**src/rtl/hazard_scheduler_pkg.sv**
```systemverilog
// Shared types and constants for the decode-stage hazard scheduler.
package hazard_scheduler_pkg;

    localparam int unsigned REG_ADDR   = 5;
    localparam int unsigned WB_OFS_ALU = 3;

    typedef enum logic [1:0] {
        ST_RUN    = 2'd0,
        ST_DRAIN  = 2'd1,
        ST_HALTED = 2'd2
    } state_t;

    // WB slot offset of a multiplier result relative to its issue cycle
    function automatic int unsigned wb_ofs_mul(input int unsigned mul_lat);
        return mul_lat + 2;
    endfunction

    // Bits needed to hold a countdown value up to max_val
    function automatic int unsigned cnt_width(input int unsigned max_val);
        return (max_val < 2) ? 1 : $clog2(max_val + 1);
    endfunction

endpackage

```
**src/rtl/hazard_scoreboard.sv**
```systemverilog
// Per-register countdown scoreboard: a register is pending while its count is nonzero.
module hazard_scoreboard
    import hazard_scheduler_pkg::*;
#(
    parameter int unsigned ADDR_W = REG_ADDR,
    parameter int unsigned CNT_W  = 3
) (
    input  logic              clk,
    input  logic              reset,
    input  logic              wr_en,
    input  logic [ADDR_W-1:0] wr_addr,
    input  logic [CNT_W-1:0]  wr_val,
    input  logic [ADDR_W-1:0] rd_a_addr,
    input  logic [ADDR_W-1:0] rd_b_addr,
    input  logic [ADDR_W-1:0] rd_c_addr,
    output logic              rd_a_pending,
    output logic              rd_b_pending,
    output logic              rd_c_pending,
    output logic              all_clear
);

    localparam int unsigned NREG = 1 << ADDR_W;

    logic [CNT_W-1:0] cnt [NREG];

    // Count down every busy register; an issue write overrides the decrement. r0 stays idle.
    always_ff @(posedge clk or negedge reset) begin
        if (!reset) begin
            for (int unsigned i = 0; i < NREG; i++) begin
                cnt[i] <= '0;
            end
        end else begin
            cnt[0] <= '0;
            for (int unsigned i = 1; i < NREG; i++) begin
                if (wr_en && (wr_addr == ADDR_W'(i))) begin
                    cnt[i] <= wr_val;
                end else if (cnt[i] != '0) begin
                    cnt[i] <= cnt[i] - CNT_W'(1);
                end
            end
        end
    end

    assign rd_a_pending = (cnt[rd_a_addr] != '0);
    assign rd_b_pending = (cnt[rd_b_addr] != '0);
    assign rd_c_pending = (cnt[rd_c_addr] != '0);

    // Scoreboard is empty when no register has a count in flight
    always_comb begin
        all_clear = 1'b1;
        for (int unsigned i = 0; i < NREG; i++) begin
            if (cnt[i] != '0) begin
                all_clear = 1'b0;
            end
        end
    end

endmodule

```
**src/rtl/hazard_scheduler.sv**
```systemverilog
// Decode-stage issue controller: RAW/WAW/WB-port hazard stalls, jump squash, drain/halt.
// Optional perf counters are built when HAZARD_PERF_EN is defined; otherwise they read 0.
module hazard_scheduler #(
    parameter int unsigned MUL_LAT  = 5,
    parameter int unsigned LD_LAT   = 1,
    parameter int unsigned REG_ADDR = hazard_scheduler_pkg::REG_ADDR
) (
    input  logic                clk,
    input  logic                reset,
    input  logic                id_valid,
    input  logic [REG_ADDR-1:0] id_src1,
    input  logic [REG_ADDR-1:0] id_src2,
    input  logic                id_uses_src2,
    input  logic [REG_ADDR-1:0] id_dest,
    input  logic                id_regwrite,
    input  logic                id_is_load,
    input  logic                id_is_mult,
    input  logic                id_is_jump,
    input  logic                drain_req,
    output logic                stall,
    output logic                decode_we,
    output logic                pc_we,
    output logic                bubble,
    output logic                flush,
    output logic                drained,
    output logic [31:0]         perf_stalls,
    output logic [31:0]         perf_issued
);

    import hazard_scheduler_pkg::*;

    localparam int unsigned WB_W    = MUL_LAT + 3;
    localparam int unsigned OFS_MUL = wb_ofs_mul(MUL_LAT);
    localparam int unsigned CNT_W   = cnt_width((MUL_LAT > LD_LAT) ? MUL_LAT : LD_LAT);

    state_t            state;
    state_t            state_next;
    logic [WB_W-1:0]   wb_rsv;
    logic [WB_W-1:0]   wb_set;
    logic              valid_eff;
    logic              src1_pend;
    logic              src2_pend;
    logic              dest_pend;
    logic              sb_clear;
    logic              pipe_empty;
    logic              hazard;
    logic              issue;
    logic              sb_we;
    logic [CNT_W-1:0]  sb_val;

    // The slot right after a taken jump is dead regardless of id_valid
    assign valid_eff  = id_valid & ~flush;
    assign pipe_empty = sb_clear & (wb_rsv == '0);

    assign hazard = src1_pend
                  | (id_uses_src2 & src2_pend)
                  | (id_regwrite & dest_pend)
                  | (id_regwrite & (id_is_mult ? wb_rsv[OFS_MUL] : wb_rsv[WB_OFS_ALU]));

    assign sb_we  = issue & id_regwrite & (id_dest != '0);
    assign sb_val = id_is_load ? CNT_W'(LD_LAT) :
                    id_is_mult ? CNT_W'(MUL_LAT) : '0;

    hazard_scoreboard #(
        .ADDR_W (REG_ADDR),
        .CNT_W  (CNT_W)
    ) u_scoreboard (
        .clk          (clk),
        .reset        (reset),
        .wr_en        (sb_we),
        .wr_addr      (id_dest),
        .wr_val       (sb_val),
        .rd_a_addr    (id_src1),
        .rd_b_addr    (id_src2),
        .rd_c_addr    (id_dest),
        .rd_a_pending (src1_pend),
        .rd_b_pending (src2_pend),
        .rd_c_pending (dest_pend),
        .all_clear    (sb_clear)
    );

    // FSM state register
    always_ff @(posedge clk or negedge reset) begin
        if (!reset) begin
            state <= ST_RUN;
        end else begin
            state <= state_next;
        end
    end

    // FSM next-state: drain waits for an empty pipe, halt waits for drain_req release
    always_comb begin
        state_next = state;
        case (state)
            ST_RUN:    if (drain_req) state_next = ST_DRAIN;
            ST_DRAIN: begin
                if (pipe_empty)      state_next = ST_HALTED;
                else if (!drain_req) state_next = ST_RUN;
            end
            ST_HALTED: if (!drain_req) state_next = ST_RUN;
            default:   state_next = ST_RUN;
        endcase
    end

    // FSM outputs: only RUN may issue; every other state holds decode
    always_comb begin
        stall = 1'b1;
        issue = 1'b0;
        case (state)
            ST_RUN: begin
                stall = valid_eff & hazard;
                issue = valid_eff & ~hazard;
            end
            default: ;
        endcase
    end

    assign decode_we = ~stall;
    assign pc_we     = ~stall;
    assign bubble    = stall | ~valid_eff;

    // WB slot to book for the issuing instruction
    always_comb begin
        wb_set = '0;
        if (issue && id_regwrite) begin
            if (id_is_mult) wb_set[OFS_MUL]    = 1'b1;
            else            wb_set[WB_OFS_ALU] = 1'b1;
        end
    end

    // WB reservation shift, jump squash and drained flag
    always_ff @(posedge clk or negedge reset) begin
        if (!reset) begin
            wb_rsv  <= '0;
            flush   <= 1'b0;
            drained <= 1'b0;
        end else begin
            wb_rsv  <= (wb_rsv | wb_set) >> 1;
            flush   <= issue & id_is_jump;
            drained <= (state_next == ST_HALTED);
        end
    end

`ifdef HAZARD_PERF_EN
    // Free-running stall and issue counters
    always_ff @(posedge clk or negedge reset) begin
        if (!reset) begin
            perf_stalls <= '0;
            perf_issued <= '0;
        end else begin
            if (stall && id_valid) perf_stalls <= perf_stalls + 32'd1;
            if (issue)             perf_issued <= perf_issued + 32'd1;
        end
    end
`else
    assign perf_stalls = '0;
    assign perf_issued = '0;
`endif

endmodule

```
**config.mk**
```make
export PLATFORM = sky130hd
export DESIGN_NAME = hazard_scheduler
export DESIGN_NICKNAME = d
export VERILOG_FILES = /design/src/rtl/hazard_scheduler_pkg.sv /design/src/rtl/hazard_scoreboard.sv /design/src/rtl/hazard_scheduler.sv
export SDC_FILE = /design/constraint.sdc
export NUM_CORES = 1
export LEC_CHECK = 0
export BUFFER_PORTS_ARGS = -buffer_cell sky130_fd_sc_hd__clkbuf_2
export CAP_MARGIN = 30
export CORE_UTILIZATION = 31
export CTS_CLUSTER_DIAMETER = 30
export CTS_CLUSTER_SIZE = 12
export DETAILED_ROUTE_END_ITERATION = 10
export MAX_ROUTING_LAYER = met4
export PLACE_DENSITY = 0.46
export SYNTH_ARGS = -nofsm -noshare
export SYNTH_HDL_FRONTEND = slang
export SYNTH_SLANG_ARGS = --single-unit
```
**constraint.sdc**
```tcl
create_clock -name clk -period 3.45 [get_ports clk]
set_input_delay 0 -clock clk [delete_from_list [all_inputs] [get_ports clk]]
set_output_delay 0 -clock clk [all_outputs]
set_load 0.05 [all_outputs]
```
==> metrics.csv, run 1 <==
metric,value,unit
status,"complete, no violations",
max_stage_delay,500,ps
max_freq,320,MHz
drc_errors,0,
crit_type,register to output port,
critPathTopFamily,compound AO/OA/AOI/OAI gates,
fin_util,0.342,
ys.warnings.count,0,
start_util,0.317,
period_share,0.904,
antenna_left,0,
grt_overflow,0,
areaGrowthSynthToFinish,7.73,%
multi_input_area,5240,um^2
finalHoldViolCount,0,
max_slew.worst_pin.slew,913,ps
path_clk_slew,80,ps
cts_sinks,104,
post_cts_buffers,0,
drtIter0Drc,290,
die_h,169,um
htree_levels,3,
yosysSeqAreaShare,0.303,
hold_slack,83.5,ps
p_leak,4.21,nW
rsz0062_at_grt,false,
arrival,3120,ps
vias,6113,
pre_cts_slack,596,ps
fin_crit,3120,ps
synthXorXnorAreaFrac,0.0316,
grt_pass1_vias,5918,
numCtsBuffers,9,
grt_max_degree,54,
synth_cells,870,
synth_fa_ha_area_frac,0.0902,
avgSynthCellArea,9.88,um^2
firstDrtPassIters,5,
synth_mux_area_frac,0.133,
hp-class,primary input to register,
finalClockSkew,13.0,ps
fin_setup_tns,0,ps
cp_num_buf_inv,1,
path_cells,nor3_1 -> a2111oi_0 -> a2111oi_1 -> a31o_4 -> o211ai_2 -> a211o_1 -> clkbuf_2,
row_count,60,
ctsLongestPathBuffers,2,
wl,21.8,mm
max_slew_margin,0.376,
synth_compound_area_frac,0.0665,
cp.required,3450,ps
cts_root_buf,clkbuf_16,
grt_pass1_wl,34.8,mm
synth_flop_cell,dfrtp_1,
synth.distinct_cells,63,
clock_latency,360,ps
antenna_found_initial,1,
vias_per_cell,4.79,
worst_setup_path_start_kind,register,
synth_top_family_by_area,simple AND/OR/NAND/NOR gates,
netlist_area,8600,um^2
ioPinCount,94,
regArea,2600,um^2
crit_fanout,6,
slew_viol_final,0,
peakVddDrop,297,uV
powerDensity,795,nW/um^2
wl_per_cell,17.1,um
async_flop_share,1.00,
portBuffers,29,
grt.total_usage,0.165,
synth-edff-count,0,
drv_cap,0,
die_w,169,um
setup_ws,330,ps
slowest_stage,nor3_1,
setup_viol,0,
place_congestion,0.890,
fin_nets,985,
reg2reg_slack,570,ps
crit_path_end_kind,output port,
hpwl,16.7,mm
fillers,2769,
dieArea,28400,um^2
ys_ff_latch,104,
drive_gt1_frac,0.136,
cts_tree,yes,
synth_simple_gate_area_frac,0.257,
core,27100,um^2
## registers in the layout, summed over array words and instances (netlist names)
register	count
u_scoreboard.cnt	93
wb_rsv	7
state	2
drained	1
flush	1
## metal layers
metal  global-route usage  share of wire
met5                    -              0
met4               0.0478          0.016
met1                0.220           0.48
met3               0.0283          0.042
met2                0.257           0.46
## timing repair
item	in CTS	in global routing
endpoints found under the setup margin	0	3
hold buffers	5	0
hold endpoints to repair	57	0
resized for setup	0	1
## cell usage in the layout, fill, tap and decap left out, drive strengths merged, types with 3 or more instances in the layout
master | Yosys | final
a2111oi | 5 | 5
a211oi | 6 | 6
a21oi | 9 | 9
and2 | 32 | 32
buf | 89 | 21
clkbuf | 6 | 37
clkinv | 1 | 4
conb | 1 | 64
dfrtp | 104 | 104
dlygate4sd3 | 4 | 5
ha | 62 | 62
inv | 70 | 71
mux2i | 98 | 98
mux4 | 6 | 6
nand2 | 39 | 39
nand2b | 8 | 8
nand3 | 8 | 8
nand4 | 37 | 37
nor2 | 37 | 37
nor2b | 35 | 35
nor3 | 36 | 36
nor3b | 8 | 8
nor4 | 46 | 46
nor4b | 3 | 3
o211ai | 5 | 5
o21ai | 35 | 35
o22ai | 4 | 4
or2 | 3 | 3
or3 | 11 | 11
xnor2 | 31 | 31
## Yosys cell counts, drive strengths merged (5+ instances only)
cell type / number / share of area
nand2b: 8 / 0.0058
a211oi: 6 / 0.0052
nor3: 36 / 0.021
xnor2: 31 / 0.032
ha: 62 / 0.090
nor4: 46 / 0.034
o211ai: 5 / 0.0049
mux2i: 98 / 0.11
nor2b: 35 / 0.025
nor3b: 8 / 0.0076
nand4: 37 / 0.079
a2111oi: 5 / 0.0051
dfrtp: 104 / 0.30
mux4: 6 / 0.016
inv: 70 / 0.031
buf: 89 / 0.081
a21oi: 9 / 0.0052
and2: 32 / 0.025
clkbuf: 6 / 0.0026
nor2: 37 / 0.016
nand2: 39 / 0.017
o21ai: 35 / 0.020
nand3: 8 / 0.0047
or3: 11 / 0.0080
## where the power goes
group | internal (mW) | total [mW] | switching, mW
registers | 1.84 | 2.37 | 0.532
logic | 1.73 | 3.92 | 2.18
clock network | 0.570 | 1.08 | 0.508
## worst register-to-register path, cell delays in order, from the launching register on
cell and delay [ps]:
dfrtp_1 400, or3_1 400, mux4_2 490, nor3b_2 160, and4b_4 230, a31oi_4 230, buf_4 370, nand4_1 260
and2_1 230
## stage by stage
step / area, um^2 / power (mW) / instances
6_report: 9260 / 7.36 / 1277
5_1_grt: 9260 / 8.08 / 1277
4_1_cts: 9260 / 7.45 / 1276
3_5_place_dp: 8900 / 6.31 / 1255
3_3_place_gp: 8900 / 6.26 / 1255
2_1_floorplan: 8830 / 5.46 / 933
## cell type report
class,count,share of cell area
multi-input cells,659,0.565
well taps,372,0.0502
diodes,1,0.000270
clock inverters,7,0.00865
flip-flops and latches,104,0.281
inverters,71,0.0288
repair buffers,54,0.0416
clock buffers,9,0.0243
## cell families (layout without fill, tap and decap cells)
group           after synthesis  in the layout
mux                         106            106
compound gates               85             85
simple gates                311            311
xor+xnor                     31             31
flops                       104            104
fa+ha+maj                    62             62
buf+inv                     170            141
other cells                   1             65
## final timing paths
| kind | start | end | cells after the start |
|---|---|---|---|
| max reg2reg | u_scoreboard.cnt[21] | u_scoreboard.cnt[1] | 8 |
| min | id_valid | flush | 4 |
| min in group asynchronous | reset | u_scoreboard.cnt[62] | 2 |
| max | u_scoreboard.cnt[4] | stall | 7 |
| min reg2reg | wb_rsv[6] | wb_rsv[5] | 0 |
| max in group asynchronous | reset | wb_rsv[3] | 3 |
(Power assumes the default switching activity.)
==> inputs of run 2 (changes only) <==
--- a/config.mk
+++ b/config.mk
@@ -7,12 +7,12 @@
 export LEC_CHECK = 0
 export BUFFER_PORTS_ARGS = -buffer_cell sky130_fd_sc_hd__clkbuf_2
 export CAP_MARGIN = 30
-export CORE_UTILIZATION = 31
+export CORE_UTILIZATION = 45
 export CTS_CLUSTER_DIAMETER = 30
 export CTS_CLUSTER_SIZE = 12
 export DETAILED_ROUTE_END_ITERATION = 10
 export MAX_ROUTING_LAYER = met4
-export PLACE_DENSITY = 0.46
+export PLACE_DENSITY = 0.62
 export SYNTH_ARGS = -nofsm -noshare
 export SYNTH_HDL_FRONTEND = slang
 export SYNTH_SLANG_ARGS = --single-unit
==> run 2 against run 1 <==
Compared with the run above: first-iteration DRC count up 7.6%; flip-flop and latch count is the same; worst hold slack gained 21 ps; clock power down 8%; wire length down 8.9%; final cell count decreased by 11%; sequential power about the same; critical endpoint is now pc_we; non-clock buffer count shrank 2; register-to-register slack about the same; largest power group unchanged; clock skew shrank 1.2 ps.
==> metrics.csv, run 2 (same netlist as run 1, synthesis figures left out) <==
metric,value,unit
wl_per_cell,17.5,um
crit_type,register to output port,
drtIter0Drc,312,
clock_latency,360,ps
peakVddDrop,299,uV
rr_startpoint,u_scoreboard.cnt[13],
fillers,1750,
row_count,50,
drive_gt1_frac,0.135,
areaGrowthSynthToFinish,4.99,%
arrival,3210,ps
start_util,0.460,
cp.required,3450,ps
cts_root_buf,clkbuf_16,
die_w,140,um
vias_per_cell,5.43,
final_common_cell,dfrtp_1,
setup_viol,0,
wl,19.9,mm
grt_overflow,0,
antenna_left,0,
fin_crit,3210,ps
htree_levels,3,
crit_start,u_scoreboard.cnt[70],
rr_worst_depth,8,
power,7.24,mW
cts_tree,yes,
grt_pass1_vias,6001,
slew_viol_final,0,
cts.repair.resized,0,
finalHoldViolCount,0,
portBuffers,29,
final_cell_mix,"104 x dfrtp_1, 98 x mux2i_1, 70 x inv_1",
largest_reg_flops,93,
multi_input_area,5240,um^2
hp-class,primary input to register,
period_share,0.930,
numCtsBuffers,9,
crit_fanout,9,
rsz0062_at_grt,false,
cts_sinks,104,
reg2reg_slack,580,ps
max_freq,312,MHz
vias,6167,
fin_setup_tns,0,ps
ioPinCount,94,
die_h,140,um
dieArea,19700,um^2
place_congestion,0.941,
p_leak,4.18,nW
drc_errors,0,
fin_nets,983,
max_slew_margin,0.415,
cp-endpoint,pc_we,
reg2reg_to,u_scoreboard.cnt[1],
crit_path_end_kind,output port,
grt.total_usage,0.219,
firstDrtPassIters,5,
hpwl,15.0,mm
worst_setup_path_start_kind,register,
antenna_found_initial,0,
antenna_cells,0,
grt_max_degree,56,
post_cts_buffers,0,
max_slew.worst_pin.slew,878,ps
status,"complete, no violations",
finalClockSkew,11.8,ps
path_clk_slew,70,ps
powerDensity,802,nW/um^2
top_register,u_scoreboard.cnt,
ctsLongestPathBuffers,2,
reg_top3,"u_scoreboard.cnt: 93 flops, wb_rsv: 7 flops, state: 2 flops",
regArea,2600,um^2
drv_cap,0,
core,18700,um^2
grt_pass1_wl,32.1,mm
## run 2: changes by cell type in the layout (fill, tap and decap cells not counted), sizes merged
cell      previous run  this run
buf                 21        19
bufinv               1         0
clkbuf              37        38
clkinvlp             2         3
diode                1         0
inv                 71        70
## run 2: where the power goes
part	total [mW]	internal [mW]	leakage [nW]	switching [mW]
Clock	0.997	0.511	0.131	0.486
Combinational	3.88	1.71	2.80	2.17
Sequential	2.36	1.84	1.26	0.528
Total	7.24	4.06	4.18	3.18
## run 2: worst max-delay path: stages, from the launching register on
cell	delay, ps
dfrtp_1	410
nor4_1	550
a2111oi_0	180
nor4_1	300
nor2_1	120
o22ai_4	400
o211ai_2	290
a21boi_1	270
clkbuf_2	320
## run 2: through the flow
stage | hold WS [ps] | setup slack (ps) | instances | area, um^2 | util
after detailed placement | 107 | 596 | 1115 | 8690 | 0.465
after global placement | 110 | 634 | 1115 | 8690 | 0.465
after floorplan | -296 | 194 | 933 | 8830 | -
final | 104 | 241 | 1136 | 9030 | 0.483
after CTS | 94.6 | 271 | 1136 | 9030 | 0.483
after global routing | 130 | 112 | 1136 | 9030 | 0.483
## run 2: layer usage
metal | global-route usage | part of all wire | vias up
li1 | - | - | 3004
met1 | 0.286 | 0.47 | 2980
met2 | 0.343 | 0.47 | 154
met3 | 0.0410 | 0.045 | 29
met4 | 0.0694 | 0.023 | 0
met5 | - | 0 | -
## run 2: worst min-delay path by stage
stage / start / to / slack (ps) / cells past startpoint
6_report: id_valid / wb_rsv[6] / 100 / 4
5_1_grt: id_valid / flush / 130 / 4
4_1_cts: id_valid / wb_rsv[6] / 90 / 4
3_5_place_dp: reset / u_scoreboard.cnt[50] / 110 / 1
3_3_place_gp: reset / u_scoreboard.cnt[49] / 110 / 1
2_1_floorplan: reset / drained / -300 / 0
## run 2: what timing repair did
action / CTS / global route
endpoints found under the hold margin: 59 / 0
hold buffers: 5 / 0
setup endpoints to repair: 0 / 0
## run 2: layout make-up
cell class / instances / share of cell area
clock buffer: 10 / 0.0265
clock inverter: 6 / 0.00499
inverter: 71 / 0.0295
multi-input combinational: 659 / 0.580
sequential: 104 / 0.288
tap: 234 / 0.0324
timing repair buffer: 52 / 0.0383
==> inputs of run 3 (changes only) <==
--- a/config.mk
+++ b/config.mk
@@ -5,6 +5,7 @@
 export SDC_FILE = /design/constraint.sdc
 export NUM_CORES = 1
 export LEC_CHECK = 0
+export ABC_AREA = 1
 export BUFFER_PORTS_ARGS = -buffer_cell sky130_fd_sc_hd__clkbuf_2
 export CAP_MARGIN = 30
 export CORE_UTILIZATION = 45
==> run 3 against run 2 <==
Compared with the run above: the flow now finishes with violations (design-rule violations); register-to-register slack improved by 160 ps; maximum frequency increased by 18%; synthesized cell count increased by 47%; sequential share of layout area decreased by 0.12 points; clock-buffer cell count decreased by 1; first-iteration DRC count increased by 100%; clock skew decreased by 4.1 ps; critical path depth increased by 9; synthesized area decreased by 0.48%; worst hold slack improved by 14 ps; final cell count increased by 35%; wire length increased by 19%.
==> metrics.csv, run 3 <==
metric,value,unit
post_cts_buffers,0,
crit_fanout,75,
final_cell_mix,"407 x nand2_1, 190 x inv_1, 104 x dfrtp_1",
async_flop_share,1.00,
vias,7853,
max_slew_margin,0.434,
ys_ff_latch,104,
fin_nets,1385,
p_sw_frac,0.479,
setup_ws,741,ps
hold_slack,118,ps
fillers,1951,
cp_common_cell,nand2_1,
portBuffers,29,
synth_cells,1279,
setup_viol,0,
finalHoldViolCount,0,
crit_type,register to register,
cp_num_buf_inv,1,
grt.total_usage,0.255,
htree_levels,3,
largest_reg_flops,93,
max_slew.worst_pin.slew,841,ps
status,"finished, violations left",
peakVddDrop,296,uV
numCtsBuffers,9,
ioPinCount,94,
synth_top_area_frac,0.304,
power.share.combinational,0.549,
drive_gt1_frac,0.0514,
top_register,u_scoreboard.cnt,
synth-edff-count,0,
slew_viol_final,0,
netlist_area,8560,um^2
p_switching,3.68,mW
final_common_cell,nand2_1,
grt_max_degree,76,
antenna_left,0,
cts_tree,yes,
antenna_cells,0,
grt_overflow,0,
drc_errors,2,
drtIter0Drc,635,
synth_commonest_cells,"407 x nand2_1, 190 x inv_1, 104 x dfrtp_1",
p_int,4.00,mW
worst_setup_path_start_kind,register,
hpwl,17.7,mm
crit_path_end_kind,register,
dieArea,19600,um^2
yosysSeqAreaShare,0.304,
rsz0062_at_grt,false,
row_count,50,
place_congestion,0.983,
ys.warnings.count,0,
max_freq,369,MHz
core,18600,um^2
clock_latency,360,ps
power.clock.fraction,0.151,
p_leak,5.27,nW
fin_cells,1538,
wl,23.6,mm
cp.required,3690,ps
hp-class,primary input to register,
finalClockSkew,7.75,ps
synth.distinct_cells,31,
ctsLongestPathBuffers,2,
yosysTopAreaCell,dfrtp_1,
start_util,0.459,
yosysMostFrequentCell,nand2_1,
die_h,140,um
fin_crit,2710,ps
firstDrtPassIters,8,
avgSynthCellArea,6.69,um^2
path_cells,nor2_1 -> nand2_1 -> nand2_1 -> nand2_1 -> nor2_1 -> nor2_1 -> nor2_1 -> nand3_1 -> nand2_1 -> nand2_1 -> nand2_1 -> nand4_2 -> nor2_4 -> buf_12 -> nand2_1 -> nand2_1 -> o21ai_1,
violations,design-rule violations,
max_stage_delay,410,ps
areaGrowthSynthToFinish,5.94,%
cts_sinks,104,
die_w,140,um
dp.cells,1518,
path_clk_slew,80,ps
grt_pass1_vias,7162,
antenna_found_initial,0,
pwr-share-seq,0.300,
synth_flop_cell,dfrtp_1,
critPathTopFamily,simple AND/OR/NAND/NOR gates,
pre_cts_slack,654,ps
vias_per_cell,5.11,
slowest_stage,dfrtp_1,
fin_setup_tns,0,ps
synth_area_leaders,"dfrtp_1 30%, nand2_1 18%, ha_1 9.1%",
wl_per_cell,15.3,um
cts_root_buf,clkbuf_16,
reg_top3,"u_scoreboard.cnt: 93 flops, wb_rsv: 7 flops, state: 2 flops",
grt_pass1_wl,37.5,mm
drv_cap,0,
period_share,0.785,
arrival,2950,ps
powerDensity,847,nW/um^2
run 3: changes by cell type in the layout (fill, tap and decap cells not counted), sizes merged, moves of 44 or more:
cell / previous run / this run
nand2: 39 / 408
nand3: 8 / 93
mux2i: 98 / 0
xor2: 0 / 47
nor2: 37 / 81
inv: 70 / 197
run 3: through the flow:
step | power [mW] | util | cell area [um^2]
2_1_floorplan | 5.57 | - | 8790
3_3_place_gp | 6.43 | 0.467 | 8700
3_5_place_dp | 6.49 | 0.467 | 8700
4_1_cts | 7.69 | 0.486 | 9060
5_1_grt | 8.51 | 0.486 | 9060
6_report | 7.68 | 0.486 | 9060
run 3: routing by layer:
metal  GRT usage  vias up  part of all wire  wire length, um
met1       0.337     3647              0.47            11000
met4      0.0804        0             0.025              578
li1            -     3936                 -                -
met5           -        -                 0                0
met2       0.404      232              0.46            10800
met3      0.0356       38             0.050             1180
run 3: worst reg2reg max path: stages, from the launching register on:
cell     delay (ps)
dfrtp_1         410
nor2_1          310
nand2_1         120
nand2_1          80
nand2_1          60
nor2_1          110
nor2_1           50
nor2_1          110
nand3_1         150
nand2_1         110
nand2_1          50
nand2_1          60
nand4_2         140
nor2_4          140
buf_12          300
nand2_1         250
nand2_1          90
o21ai_1          60
run 3: kinds of logic after synthesis:
kind of cell    share of synthesized area
xor+xnor                           0.0502
simple gates                        0.325
flops                               0.304
fa+ha+maj                          0.0907
compound gates                     0.0668
other cells                      0.000438
buf+inv                             0.163
run 3: final timing paths:
kind	from	endpoint	slack, ps	depth (start not counted)
worst max register to register	u_scoreboard.cnt[1]	u_scoreboard.cnt[30]	740	17
worst max-delay path	u_scoreboard.cnt[1]	u_scoreboard.cnt[30]	740	17
min in group asynchronous	reset	u_scoreboard.cnt[8]	220	2
worst min-delay path	id_uses_src2	flush	120	4
worst min register to register	wb_rsv[5]	wb_rsv[4]	380	0
max in group asynchronous	reset	u_scoreboard.cnt[69]	2320	3
run 3: area by class of cell:
cell class	instances	area (um^2)	share of cell area
tap	234	293	0.0323
timing repair buffer	46	298	0.0329
clock inverter	7	103	0.0113
clock buffer	9	225	0.0248
multi-input combinational	943	4810	0.531
sequential	104	2600	0.287
inverter	195	732	0.0807
run 3: what timing repair did:
item	CTS	global route
hold endpoints to repair	52	0
hold buffers	4	0
gates resized for setup	0	0
run 3: power groups by stage:
stage	Clock (mW)	Combinational, mW	Sequential (mW)
floorplan	0	3.36	2.22
global placement	0	4.12	2.30
detailed placement	0	4.18	2.31
CTS	1.18	4.22	2.29
global route	1.22	4.91	2.38
finish	1.16	4.22	2.30
